<file path="src/rtl/button_debounce.sv">
// Pushbutton conditioner: synchronises a raw key pin and only changes the
// clean press level Bo after the new level has held for DEBOUNCE_CYCLES.
module button_debounce #(
    parameter int DEBOUNCE_CYCLES = 500000,
    parameter int SYNC_STAGES     = 2,
    parameter bit ACTIVE_LOW      = 1'b1
) (
    input  logic Clk,
    input  logic Reset,
    input  logic Bin,
    output logic Bo,
    output logic Busy
);

    localparam int CW = $clog2(DEBOUNCE_CYCLES + 1);
    localparam logic [CW-1:0] COUNT_LAST = CW'(DEBOUNCE_CYCLES - 1);
    localparam logic [CW-1:0] COUNT_ONE  = CW'(1);
    localparam logic RELEASED_LEVEL = ACTIVE_LOW;

    typedef enum logic [1:0] {
        ST_RELEASED     = 2'd0,
        ST_PRESS_WAIT   = 2'd1,
        ST_PRESSED      = 2'd2,
        ST_RELEASE_WAIT = 2'd3
    } state_t;

    // ------------------------------------------------------------------
    // Synchroniser chain on the raw pin
    // ------------------------------------------------------------------
    logic [SYNC_STAGES-1:0] sync_reg;
    logic [SYNC_STAGES-1:0] sync_next;

    genvar gi;
    generate
        for (gi = 0; gi < SYNC_STAGES; gi++) begin : g_sync
            if (gi == 0) begin : g_first
                assign sync_next[gi] = Bin;
            end else begin : g_rest
                assign sync_next[gi] = sync_reg[gi-1];
            end
        end
    endgenerate

    // Reloading the released level means a key held through reset must
    // requalify from scratch once reset drops.
    always_ff @(posedge Clk) begin
        if (Reset) begin
            sync_reg <= {SYNC_STAGES{RELEASED_LEVEL}};
        end else begin
            sync_reg <= sync_next;
        end
    end

    logic press;
    assign press = sync_reg[SYNC_STAGES-1] ^ ACTIVE_LOW;

    // ------------------------------------------------------------------
    // Qualification FSM
    // ------------------------------------------------------------------
    state_t          state_reg;
    state_t          state_next;
    logic [CW-1:0]   count_reg;
    logic [CW-1:0]   count_next;
    logic            bo_reg;
    logic            busy_reg;

    always_comb begin
        state_next = state_reg;
        count_next = '0;
        case (state_reg)
            ST_RELEASED: begin
                if (press) begin
                    state_next = ST_PRESS_WAIT;
                end
            end
            ST_PRESS_WAIT: begin
                if (!press) begin
                    state_next = ST_RELEASED;
                end else if (count_reg == COUNT_LAST) begin
                    state_next = ST_PRESSED;
                end else begin
                    count_next = count_reg + COUNT_ONE;
                end
            end
            ST_PRESSED: begin
                if (!press) begin
                    state_next = ST_RELEASE_WAIT;
                end
            end
            ST_RELEASE_WAIT: begin
                if (press) begin
                    state_next = ST_PRESSED;
                end else if (count_reg == COUNT_LAST) begin
                    state_next = ST_RELEASED;
                end else begin
                    count_next = count_reg + COUNT_ONE;
                end
            end
            default: begin
                state_next = ST_RELEASED;
            end
        endcase
    end

    // Outputs are decoded from the next state and registered, so they track
    // the state register exactly with no path back to the pin.
    always_ff @(posedge Clk) begin
        if (Reset) begin
            state_reg <= ST_RELEASED;
            count_reg <= '0;
            bo_reg    <= 1'b0;
            busy_reg  <= 1'b0;
        end else begin
            state_reg <= state_next;
            count_reg <= count_next;
            bo_reg    <= (state_next == ST_PRESSED) || (state_next == ST_RELEASE_WAIT);
            busy_reg  <= (state_next == ST_PRESS_WAIT) || (state_next == ST_RELEASE_WAIT);
        end
    end

    assign Bo   = bo_reg;
    assign Busy = busy_reg;

endmodule
</file>
<file path="config.mk">
export PLATFORM = sky130hd
export DESIGN_NAME = button_debounce
export DESIGN_NICKNAME = d
export VERILOG_FILES = /design/src/rtl/button_debounce.sv
export SDC_FILE = /design/constraint.sdc
export NUM_CORES = 1
export LEC_CHECK = 0
export BUFFER_PORTS_ARGS = -buffer_cell sky130_fd_sc_hd__buf_2
export CORE_MARGIN = 10
export CORE_UTILIZATION = 38
export CTS_BUF_LIST = sky130_fd_sc_hd__clkbuf_2
export CTS_CLUSTER_DIAMETER = 50
export CTS_CLUSTER_SIZE = 20
export DETAILED_ROUTE_END_ITERATION = 12
export PLACE_DENSITY = 0.62
export SLEW_MARGIN = 20
export SYNTH_ARGS = -nofsm -noshare
export SYNTH_HDL_FRONTEND = slang
export SYNTH_SLANG_ARGS = --single-unit
</file>
<file path="constraint.sdc">
create_clock -name Clk -period 1.7 [get_ports Clk]
set_input_delay 0.51 -clock Clk [delete_from_list [all_inputs] [get_ports Clk]]
set_output_delay 0.51 -clock Clk [all_outputs]
set_load 0.005 [all_outputs]
</file>
==> results.json, run 1 <==
{
  "synth_area_per_cell_um2": 9.32,
  "synthesis.area_mm2": 0.00108,
  "globalplace.congestion": 0.765,
  "core_mm2": 0.00273,
  "period_share_pct": 90.8,
  "wl_mm": 1.92,
  "rsz0062_at_grt": "no",
  "antenna_found_initial": 0,
  "largest_reg_flops": 19,
  "cts_tree": "built",
  "ctsHoldBuffers": 0,
  "cts_buffers": 3,
  "setup_tns_ps": 0,
  "synth_edf_count": 0,
  "slew_headroom_pct": 78.1,
  "tightest_slew_ps": 326,
  "routedWlPerCell_um": 12.4,
  "crit_required_ps": 1990,
  "finalSetupViolCount": 0,
  "synthesis.nets": 120,
  "cap_violations": 0,
  "cts_resized": 0,
  "async_reset_ff_share_pct": 0,
  "synth_cell_type_count": 28,
  "final_cells": 155,
  "p_leak_nw": 0.413,
  "grt-ovfl-total": 0,
  "cts_root_buf": "clkbuf_2",
  "die_area_mm2": 0.00538,
  "port_buffers": 4,
  "num-nets-final": 129,
  "critPathSlowestCell": "or4_4",
  "cts.sinks": 24,
  "num_io_pins": 5,
  "cp_max_fo": 8,
  "first_pass_iters": 4,
  "cts_max_path_buffers": 2,
  "yosysWarningCount": 0,
  "cts_setup_buffers": 0,
  "antenna_left": 0,
  "final_cell_mix": "24 x dfxtp_1, 18 x nor2_1, 11 x xor2_1",
  "drc": 0,
  "hp-class": "primary input to flop",
  "maxSlewViolCount": 0,
  "final_layout_size_suffix_gt1_share_pct": 17.7,
  "vias": 789,
  "synth_largest_area_cell": "dfxtp_1",
  "status": "completed",
  "antenna_cells": 0,
  "synth_top_area_share_pct": 44.4,
  "viasPerCell": 5.09,
  "critPathKind": "flop to flop",
  "clock.fmax_ghz": 0.648,
  "p_total_uw": 801,
  "path_cells": "and4_1 > nand2_4 > or4_4 > a21oi_2",
  "grt_pass1_vias": 834,
  "critPathLaunchType": "flop",
  "dp_cells": 151,
  "syn_to_final_growth_pct": 8.57,
  "die_h_um": 73.3,
  "grt_pass1_wl_mm": 3.53,
  "drt_iter0_markers": 12,
  "synth_sequential_area_ratio_pct": 44.4,
  "worst_setup_path_end_kind": "flop",
  "slowest_delay_ps": 520,
  "die_w_um": 73.3,
  "period_needed_ps": 1540,
  "synth_cells": 116,
  "start_util_pct": 39.5,
  "fill_cells": 255,
  "fp-row-count": 19,
  "synth_ff_type": "dfxtp_1",
  "final_hold_viol_count": 0,
  "cp.arrival_ps": 1840,
  "ys_ff_latch": 24,
  "skew_ps": 7.66,
  "cts_htree_levels": 1,
  "grt_max_degree": 20,
  "dp_hpwl_mm": 1.43,
  "vdd_drop_max_v": 0.000569,
  "track_usage_pct": 8.05,
  "clk_pin_slew_ps": 230,
  "pwr_density_cell_mw_per_mm2": 682,
  "final_common_cell": "dfxtp_1",
  "clock_latency_ps": 340,
  "synth_area_leaders": "dfxtp_1 44%, xor2_1 8.9%, nor2_1 6.3%"
}
## where the power goes
part	internal, mW	switching (mW)	leakage (nW)
clock	0.0511	0.171	0.0140
sequential	0.567	0.00161	0.194
combinational	0.00500	0.00513	0.206
## area by class of cell
class / count / area, um2 / share of cell area [%]
inverter: 3 / 11.3 / 0.959
timing repair buffer: 9 / 70.1 / 5.97
multi-input combinational: 84 / 554 / 47.2
sequential: 24 / 480 / 40.9
clock buffer: 3 / 15.0 / 1.28
clock inverter: 1 / 3.75 / 0.320
tap: 31 / 38.8 / 3.30
## worst paths after layout
| check | from | endpoint | slack, ps | cells after the start |
|---|---|---|---|---|
| max | count_reg[7] | count_reg[17] | 160 | 4 |
| min | Bin | sync_reg[0] | 330 | 2 |
| max reg2reg | count_reg[7] | count_reg[17] | 160 | 4 |
| min reg2reg | sync_reg[0] | sync_reg[1] | 440 | 1 |
## critical path, delay by kind of cell (launching register included)
kind	cells	cell delay, ps
DFF	1	470
and+or+nand+nor	3	900
AOI/OAI and AO/OA	1	130
## metrics by stage
step / area, um2 / hold WS (ps) / util (%) / setup slack, ps
after floorplan: 1080 / 389 / - / 49.4
after global placement: 1150 / 395 / 42.0 / 90.4
after detailed placement: 1150 / 398 / 42.0 / 107
after CTS: 1170 / 316 / 42.7 / 62.4
after global routing: 1170 / 301 / 42.9 / 5.19
final: 1170 / 333 / 42.9 / 156
## metal layers
metal	global-route usage (%)	vias to the layer above	part of all wire [%]
li1	-	419	-
met1	9.45	367	48
met2	12.8	1	49
met3	2.15	2	1.5
met4	4.76	0	0.83
met5	0	-	0
## Yosys cell counts, types with 2 or more instances
| cell type | n |
|---|---|
| nand4_1 | 7 |
| nor2_1 | 18 |
| buf_6 | 3 |
| clkbuf_1 | 2 |
| o21ai_0 | 2 |
| o31ai_1 | 3 |
| and4_1 | 3 |
| or3_1 | 2 |
| or4_1 | 2 |
| and3_2 | 2 |
| nand2_1 | 5 |
| and2_1 | 3 |
| a21oi_1 | 5 |
| xnor2_1 | 3 |
| or2_2 | 2 |
| xor2_1 | 11 |
| dfxtp_1 | 24 |
| inv_1 | 3 |
| nand3_1 | 7 |
## cells by family after synthesis
kind of cell | share of synthesized area [%]
compound gates | 8.56
buf+inv | 4.86
xor+xnor | 11.3
simple gates | 29.6
fa+ha+maj | 1.16
flops | 44.4
Power figures use the tool's default switching activity.
==> run 2, diff against run 1 <==
Settings changed: ABC_AREA set to 1, PLACE_DENSITY 0.62 to 0.6.
Clock period 1.7 ns to 1.8 ns, I/O delays scaled along.
==> run 2 against run 1 <==
Sequential cell count unchanged. Register-to-register slack better by 180 ps. Final cell count up 35%. Non-clock buffer count down 5. Clock power down 7%. Routed wire length up 10%. Synthesized cell count up 36%. Sequential share of layout area down 3.1 points. Highest routed layer unchanged. Critical path type unchanged. Critical path depth up 5. Worst setup slack better by 180 ps.
==> results.json, run 2 <==
{
  "antenna_found_initial": 0,
  "drc": 0,
  "viasPerCell": 4.49,
  "grt_pass1_wl_mm": 3.95,
  "cts.sinks": 24,
  "reg2reg_slack_ps": 340,
  "synth_area_leaders": "dfxtp_1 40%, nand2_1 10%, nor2_1 10%",
  "first_pass_iters": 4,
  "clock_latency_ps": 330,
  "critPathKind": "flop to flop",
  "ctsHoldBuffers": 0,
  "rsz0062_at_grt": "no",
  "critPathTopFamily": "simple AND/OR/NAND/NOR gates",
  "fp-row-count": 20,
  "timing.rr.start": "count_reg[0]",
  "cts_max_path_buffers": 2,
  "worst_setup_path_end_kind": "flop",
  "globalplace.congestion": 0.849,
  "synth_top_area_share_pct": 40.4,
  "clk_pin_slew_ps": 220,
  "synth_ff_type": "dfxtp_1",
  "rr_endpoint": "count_reg[14]",
  "cts_setup_buffers": 0,
  "crit_cells": 9,
  "slew_headroom_pct": 75.1,
  "setup_tns_ps": 0,
  "cts_htree_levels": 1,
  "vias": 938,
  "cts_resized": 0,
  "drt_iter0_markers": 21,
  "cts_root_buf": "clkbuf_2",
  "cts_tree": "built",
  "synthesis.area_mm2": 0.00119,
  "antenna_cells": 0,
  "finalSetupViolCount": 0,
  "die_area_mm2": 0.00577,
  "routedWlPerCell_um": 10.1,
  "synthesis.nets": 162,
  "dp_hpwl_mm": 1.64,
  "vdd_drop_max_v": 0.000286,
  "cp.arrival_ps": 1750,
  "critPathSlowestCell": "dfxtp_1",
  "crit_required_ps": 2090,
  "final_cells": 209,
  "reg2reg_depth": 9,
  "cp_max_fo": 4,
  "synth_edf_count": 0,
  "synthTopCellsByCount": "33 x nand2_1, 33 x nor2_1, 24 x dfxtp_1",
  "largest_reg_flops": 19,
  "slowest_delay_ps": 420,
  "period_share_pct": 81.2,
  "hp-class": "primary input to flop",
  "skew_ps": 4.04,
  "maxSlewViolCount": 0,
  "pwr_density_cell_mw_per_mm2": 593,
  "wl_mm": 2.11,
  "syn_to_final_growth_pct": 6.95,
  "cts_buffers": 3,
  "antenna_left": 0,
  "start_util_pct": 39.3,
  "yosysWarningCount": 0,
  "port_buffers": 4,
  "grt-ovfl-total": 0,
  "synth_sequential_area_ratio_pct": 40.4,
  "grt_max_degree": 19,
  "core_mm2": 0.00303,
  "grt_pass1_vias": 931,
  "final_cell_mix": "33 x nand2_1, 33 x nor2_1, 24 x dfxtp_1",
  "path_buf_inv": 0,
  "final_layout_size_suffix_gt1_share_pct": 13.3,
  "synth_cells": 158,
  "num_io_pins": 5,
  "clock.fmax_ghz": 0.684,
  "ys_ff_latch": 24,
  "cp-startpoint": "count_reg[0]",
  "period_needed_ps": 1460,
  "die_h_um": 75.9,
  "num-nets-final": 170,
  "crit_top_cell": "nand2_1",
  "async_reset_ff_share_pct": 0,
  "synth_largest_area_cell": "dfxtp_1",
  "track_usage_pct": 7.78,
  "critPathCapture": "count_reg[14]",
  "dp_cells": 205,
  "critPathLaunchType": "flop",
  "synth_cell_type_count": 21,
  "synth_area_per_cell_um2": 7.52,
  "final_hold_viol_count": 0,
  "status": "completed",
  "p_leak_nw": 0.432,
  "tightest_slew_ps": 370,
  "path_cells": "ha_1 > nand2_1 > nor2_2 > nand2_2 > nor2_4 > nand2_1 > nand2_1 > nand3_1 > nor2_1",
  "die_w_um": 75.9,
  "cap_violations": 0
}
[run 2: power by group]
| group | switching, mW | internal, mW | leakage [nW] |
|---|---|---|---|
| clock | 0.158 | 0.0483 | 0.0140 |
| sequential | 0.00121 | 0.536 | 0.194 |
| combinational | 0.00545 | 0.00473 | 0.225 |
| total | 0.165 | 0.589 | 0.432 |
[run 2: layout make-up]
type                       count  area, um2
fill                         306       1760
multi-input combinational    116        633
sequential                    24        480
inverter                      17       63.8
tap                           44       55.1
timing repair buffer           4       20.0
clock buffer                   3       15.0
clock inverter                 1       3.75
[run 2: cell families (layout without fill, tap and decap cells)]
family / after synthesis / in the layout / synth area share (%)
compound gates: 4 / 4 / 2.10
flops: 24 / 24 / 40.4
xor+xnor: 12 / 12 / 8.84
buf+inv: 18 / 25 / 6.32
simple gates: 99 / 99 / 41.3
fa+ha+maj: 1 / 1 / 1.05
[run 2: layer usage]
metal	GRT usage, %	vias up	share of wire [%]
met5	0	-	0
met2	12.2	14	44
met1	9.76	410	51
met4	3.98	0	1.7
met3	1.65	4	3.9
li1	-	510	-
[run 2: worst min path at each step]
stage | startpoint | end | slack (ps) | cells after the start
detailed placement | sync_reg[0] | sync_reg[1] | 400 | 1
floorplan | sync_reg[0] | sync_reg[1] | 390 | 1
global placement | sync_reg[0] | sync_reg[1] | 400 | 1
finish | Reset | Busy | 380 | 2
global route | Bin | sync_reg[0] | 350 | 2
CTS | Bin | sync_reg[0] | 360 | 2
[run 2: metrics by stage]
| step | util, % | power, mW | hold WS, ps | instance area, um2 | worst slack, ps |
|---|---|---|---|---|---|
| CTS | 42.0 | 0.763 | 360 | 1270 | 327 |
| detailed placement | 41.4 | 0.557 | 400 | 1250 | 374 |
| finish | 42.0 | 0.754 | 375 | 1270 | 339 |
| global route | 42.0 | 0.791 | 353 | 1270 | 88.9 |
| floorplan | - | 0.553 | 389 | 1190 | 477 |
| global placement | 41.4 | 0.557 | 399 | 1250 | 397 |
[run 2: worst register-to-register path, delay by kind of cell (launching register included)]
kind	cells	cell delay (ps)
adder cells (fa/ha/maj)	1	240
flip-flops	1	420
AND/OR/NAND/NOR	8	760
